[src/rtl/axi_rd_master.sv]
// Single-outstanding AXI4 read master for the icache: one single-beat AR per nonzero cache address,
// data returned with a one-cycle busy-low strobe; 3-cycle minimum latency, stalls on arready/rvalid hold busy high.
module axi_rd_master #(
  parameter int                ADDR_WIDTH = 32,
  parameter int                DATA_WIDTH = 32,
  parameter int                ID_WIDTH   = 4,
  parameter logic [ID_WIDTH-1:0] AXI_ID   = '0
) (
  input  logic                  clk,
  input  logic                  rst_n,
  input  logic [ADDR_WIDTH-1:0] cache_addr_i,
  output logic [DATA_WIDTH-1:0] cache_data_o,
  output logic                  cache_busy_o,
  output logic                  cache_err_o,
  output logic [ID_WIDTH-1:0]   arid_o,
  output logic [ADDR_WIDTH-1:0] araddr_o,
  output logic [7:0]            arlen_o,
  output logic [2:0]            arsize_o,
  output logic [1:0]            arburst_o,
  output logic                  arvalid_o,
  input  logic                  arready_i,
  input  logic [ID_WIDTH-1:0]   rid_i,
  input  logic [DATA_WIDTH-1:0] rdata_i,
  input  logic [1:0]            rresp_i,
  input  logic                  rlast_i,
  input  logic                  rvalid_i,
  output logic                  rready_o
);

  localparam logic [1:0] S_IDLE = 2'b00;
  localparam logic [1:0] S_AR   = 2'b01;
  localparam logic [1:0] S_R    = 2'b10;
  localparam logic [1:0] S_RESP = 2'b11;

  logic [1:0]            state_q, state_d;
  logic [ADDR_WIDTH-1:0] addr_q, addr_d;
  logic [DATA_WIDTH-1:0] data_q, data_d;
  logic                  err_q, err_d;

  // rid_i is irrelevant with a single transaction in flight
  logic unused_rid;
  assign unused_rid = ^rid_i;

  always_comb begin
    state_d = state_q;
    addr_d  = addr_q;
    data_d  = data_q;
    err_d   = err_q;
    case (state_q)
      S_IDLE: begin
        if (cache_addr_i != '0) begin
          addr_d  = cache_addr_i;
          state_d = S_AR;
        end
      end
      S_AR: begin
        if (arready_i) state_d = S_R;
      end
      S_R: begin
        if (rvalid_i) begin
          data_d  = rdata_i;
          err_d   = (rresp_i != 2'b00) | ~rlast_i;
          state_d = S_RESP;
        end
      end
      default: state_d = S_IDLE;
    endcase
  end

  always_ff @(posedge clk or negedge rst_n) begin
    if (!rst_n) begin
      state_q <= S_IDLE;
      addr_q  <= '0;
      data_q  <= '0;
      err_q   <= 1'b0;
    end else begin
      state_q <= state_d;
      addr_q  <= addr_d;
      data_q  <= data_d;
      err_q   <= err_d;
    end
  end

  // Every output is a decode of registered state, so no AXI input reaches the cache combinationally
  assign arvalid_o    = (state_q == S_AR);
  assign rready_o     = (state_q == S_R);
  assign araddr_o     = addr_q;
  assign cache_busy_o = (state_q != S_RESP);
  assign cache_data_o = (state_q == S_RESP) ? data_q : '0;
  assign cache_err_o  = (state_q == S_RESP) ? err_q : 1'b0;

  assign arid_o    = AXI_ID;
  assign arlen_o   = 8'd0;
  assign arsize_o  = 3'b010;
  assign arburst_o = 2'b01;

endmodule

[config.mk]
export PLATFORM = sky130hd
export DESIGN_NAME = axi_rd_master
export DESIGN_NICKNAME = d
export VERILOG_FILES = /design/src/rtl/axi_rd_master.sv
export SDC_FILE = /design/constraint.sdc
export NUM_CORES = 1
export LEC_CHECK = 0
export BUFFER_PORTS_ARGS = -buffer_cell sky130_fd_sc_hd__buf_4
export CAP_MARGIN = 20
export CORE_MARGIN = 8
export CORE_UTILIZATION = 50
export CTS_BUF_LIST = sky130_fd_sc_hd__clkbuf_4 sky130_fd_sc_hd__clkbuf_8
export DETAILED_ROUTE_END_ITERATION = 8
export GPL_ROUTABILITY_DRIVEN = 0
export MAX_ROUTING_LAYER = met4
export PLACE_DENSITY = 0.88
export SYNTH_ARGS = -nofsm -noshare
export SYNTH_HDL_FRONTEND = slang
export SYNTH_SLANG_ARGS = --single-unit
[constraint.sdc]
create_clock -name clk -period 5 [get_ports clk]
set_input_delay 1 -clock clk [delete_from_list [all_inputs] [get_ports clk]]
set_output_delay 1 -clock clk [all_outputs]
set_load 0.05 [all_outputs]
Word level (Yosys, flattened, before mapping)
Cells that the tools add are included.
- logic and storage cells: 25
- register bits: 67
- multiplexer cells: 6
- equal/unequal tests: 7
- reductions and logical operators: 6
- bitwise gates (word level): 2
- operators with widths (cell ; count):
    2-to-1 mux 32 bit ; 1
    nonzero test 32 bit ; 1
    2-to-1 mux 2 bit ; 3
    != test 2 bit, second input constant ; 3
    one-hot mux 2 bit (3 select lines) ; 1
    == test 2 bit, second input constant ; 2
    AND reduction 2 bit ; 2
    AND reduction 3 bit ; 1
    == test 2 x 1 -> 1 bit, second input constant ; 1
    logical NOT 2 bit ; 1
    != test 2 x 1 -> 1 bit, second input constant ; 1
    nonzero test 2 bit ; 1
    2-to-1 mux 1 bit ; 1
    inverter 1 bit ; 1
    OR 1 bit ; 1

Longest topological paths before layout
- word-level depth: 3
- gate-level depth with buffers: 6

Least setup slack after synthesis
Ideal clock, no wire load.
- path type: input -> register
- start: in cache_addr_i[26]
- end: reg addr_q[26], in the netlist araddr_o[26]
- path slack: 2.645 ns
- arrival: 2.230 ns
- stages on the path: 5
- path buffers: 1
- cells stage by stage: nor4_1 -> nand4_1 -> o21ai_4 -> buf_6 -> mux2_2
- cells in the longest elaborated chain, start to end: 2
- ends and longest elaborated chain (item ; line ; text):
    from (decl) ; 11 ; input logic [ADDR_WIDTH-1:0] cache_addr_i,
    nonzero test 32 bit ; 51 ; if (cache_addr_i != '0) begin
    AND reduction 2 bit (no source line) ; - ;
    to (signal assigned) ; 78 ; addr_q <= addr_d;
    to (decl) ; 36 ; logic [ADDR_WIDTH-1:0] addr_q, addr_d;
Several ways; a longest one is shown, not always the timed one.
A chain may end at the register's enable or synchronous reset.

Worst setup path after layout
- start: reg state_q[0]
- end: out cache_data_o[9]
- cells in the longest elaborated chain, start to end: 2
- ends and longest elaborated chain (item ; line ; text):
    from (decl) ; 35 ; logic [1:0] state_q, state_d;
    from (signal assigned) ; 77 ; state_q <= state_d;
    == test 2 bit ; 89 ; assign cache_data_o = (state_q == S_RESP) ? data_q : '0;
    2-to-1 mux 32 bit ; 89 ;
    to (decl) ; 12 ; output logic [DATA_WIDTH-1:0] cache_data_o,
Every way passes these cells.

==> metrics <==
status complete, no violations; min cycle time layout 2.928 ns; DPL Wire Length 5695 um; DRC 0; synthesized instance count 225; Fillers 436; crit path DAT a little under 2 ns; Nets 443; Post-synth EDFFs 0; Vias/cell 4.869; vias 2157; Synth Area in XOR/XNOR 0; WL/cell roughly 16 um; VDD IR max 0.5728 mV; die area ~0.0088 mm2; max-cap check violation count 0; clock buffer depth 2; Post-synth ARST share 1.000; Total Routed Length ~7300 um; Rel. slew slack 0.3461; antenna violations before repair 0; Gate power share 0.584; Cell variety after synth 24; setup TNS 0 ns; static leakage power just over 2 nW; Layout Utilization 0.7173; final-report setup violation count 0; cell internal pwr approximately 0.0017 W; Slowest cell on crit path ha_1; top post-synthesis cells by area dfrtp_1 55%, mux2_2 23%, and2_1 6.8%, buf_4 4.2%, ha_1 1.7%; CTS Hold Buffers Added 0; CTS tree yes; Switch Pwr about 0.0015 W; post-cts gate resize count 0; diode count 0; share of the synthesized area in the top cell type 0.5535; initial DRC count 53; vias in the first global route between 2000 and 2500; Synth Area in Compound Gates 0.01652; Seq/Total Area, Yosys 0.5535; CP cell instances ha_1 -> and2_1 -> buf_4; DIE WIDTH roughly 94 um; maximum achievable frequency 341.5 MHz; largest family of logic cells by synthesized area multiplexers; CTS Sinks 67; mapped cell area 0.003029 mm2; Primary FF master, synth dfrtp_1; average size of a mapped cell roughly 13 um2; Worst-Skew Late Latency ~0.33 ns; worst min path class register to register; clock share of power 0.125; mux cell area share after synthesis 0.2449; fraction of layout cells with a size suffix above 1 0.5897; CTS Buf Count 9; antenna-violating nets left 0; gr usage total 0.1690; crit share post-route 0.5856; first-pass GRT wire length 11240 um; DRT Pass-1 Iters 4; DIE HEIGHT 93.84 um; Post-CTS Setup Bufs 0; adder-cell share of the synthesized area 0.01652; Worst-path clk slew approximately 0.07 ns; crit path capture type output pin; core area 0.005886 mm2; number of port buffers approximately 140; Area Growth Syn to Fin 39.36%; most frequent cell after synthesis dfrtp_1; RSZ-0062 raised after global routing false; Synth Area in Simple Gates 0.09789; CP peak stage delay about 0.75 ns; H-tree levels 3; PwrDens ~800 mW/mm2; switching portion of total power 0.4701; Slew Viols, Final 0; Crit Path Max Fanout 34; area leader, netlist dfrtp_1; gr ovfl total 0; Post-synth top cells 67 x dfrtp_1, 62 x mux2_2, 33 x and2_1, 17 x buf_4, 8 x nor4_1; Hold Vio Cnt, Final 0; worst-margin pin slew 0.9771 ns; Synth Warn # 0; Worst Path Required 4.00 ns; Starting Density 0.5147; Yosys reg bits 67; largest net degree at the start of global routing 68; crit start category register; Reg power frac 0.291; Root Driver clkbuf_8; clk_skew about 0.0064 ns; Rows 28; io pins 160; WS Path Type register to output pin
[registers in the layout, summed over array words and instances (netlist names)]
register / count
data_q: 32
state_q: 2
err_q: 1
araddr_o: 32
[cells by family after synthesis]
logic type / Yosys count
adders and majority gates: 4
DFF: 67
AOI/OAI and AO/OA: 6
other: 2
buffers and inverters: 32
and+or+nand+nor: 48
muxes: 66
[power groups by stage]
stage | logic, W | registers [W] | clock network (W)
after global routing | 0.00202 | 0.000988 | 0.000448
after detailed placement | 0.00194 | 0.000966 | 0
after CTS | 0.00194 | 0.000958 | 0.000427
after floorplan | 0.000959 | 0.00141 | 0
final | 0.00192 | 0.000956 | 0.000411
after global placement | 0.00190 | 0.000945 | 0
[cells in the final DEF (no fill, tap or decap), drive strengths merged, types with 2 or more instances in the layout]
cell type / count
a21oi: 2
and2: 33
buf: 139
clkbuf: 13
clkinv: 2
conb: 17
dfrtp: 67
ha: 4
inv: 6
mux2: 65
nand4: 2
nor4: 8
[through the flow]
stage	power, W	hold WS, ns	setup WS (ns)	instances	cell area (um2)
CTS	0.003327	0.5000	1.977	443	4222
global placement	0.002849	0.4763	1.837	428	4039
global route	0.003454	0.5078	1.858	443	4222
detailed placement	0.002904	0.4854	1.746	428	4039
floorplan	0.002367	0.4713	2.645	240	3085
finish	0.003283	0.4972	2.072	443	4222
[area by class of cell]
class | instances | area [um2] | area share
Sequential cell | 67 | 1677 | 0.3972
Multi-Input combinational cell | 141 | 1202 | 0.2848
Timing Repair Buffer | 139 | 1044 | 0.2472
Clock buffer | 13 | 172.7 | 0.04090
Tap cell | 75 | 93.84 | 0.02223
Inverter | 6 | 22.52 | 0.005335
Clock inverter | 2 | 10.01 | 0.002371
[worst paths after layout]
path | start | end | slack, ns | cells past startpoint
setup / recovery | state_q[0] | cache_data_o[9] | 2.07 | 3
setup reg to reg | state_q[0] | data_q[9] | 2.91 | 5
max in group asynchronous | rst_n | data_q[7] | 3.70 | 1
hold reg to reg | data_q[10] | data_q[10] | 0.50 | 1
hold / removal | data_q[10] | data_q[10] | 0.50 | 1
min in group asynchronous | rst_n | araddr_o[16] | 0.76 | 1
[routing by layer]
metal / global-route usage / vias up / wire length [um]
met4: 0.08587 / 0 / 133
met1: 0.1924 / 1023 / 2989
met2: 0.2620 / 106 / 3522
met3: 0.05436 / 13 / 646
met5: - / - / 0
li1: - / 1015 / -
[critical path: cells and delay by family, from the launching register on]
kind,cells,cell delay (ns)
fa+ha+maj,1,0.75
buf+inv,1,0.20
flops,1,0.40
simple gates,1,0.24
(Power assumes the default switching activity.)
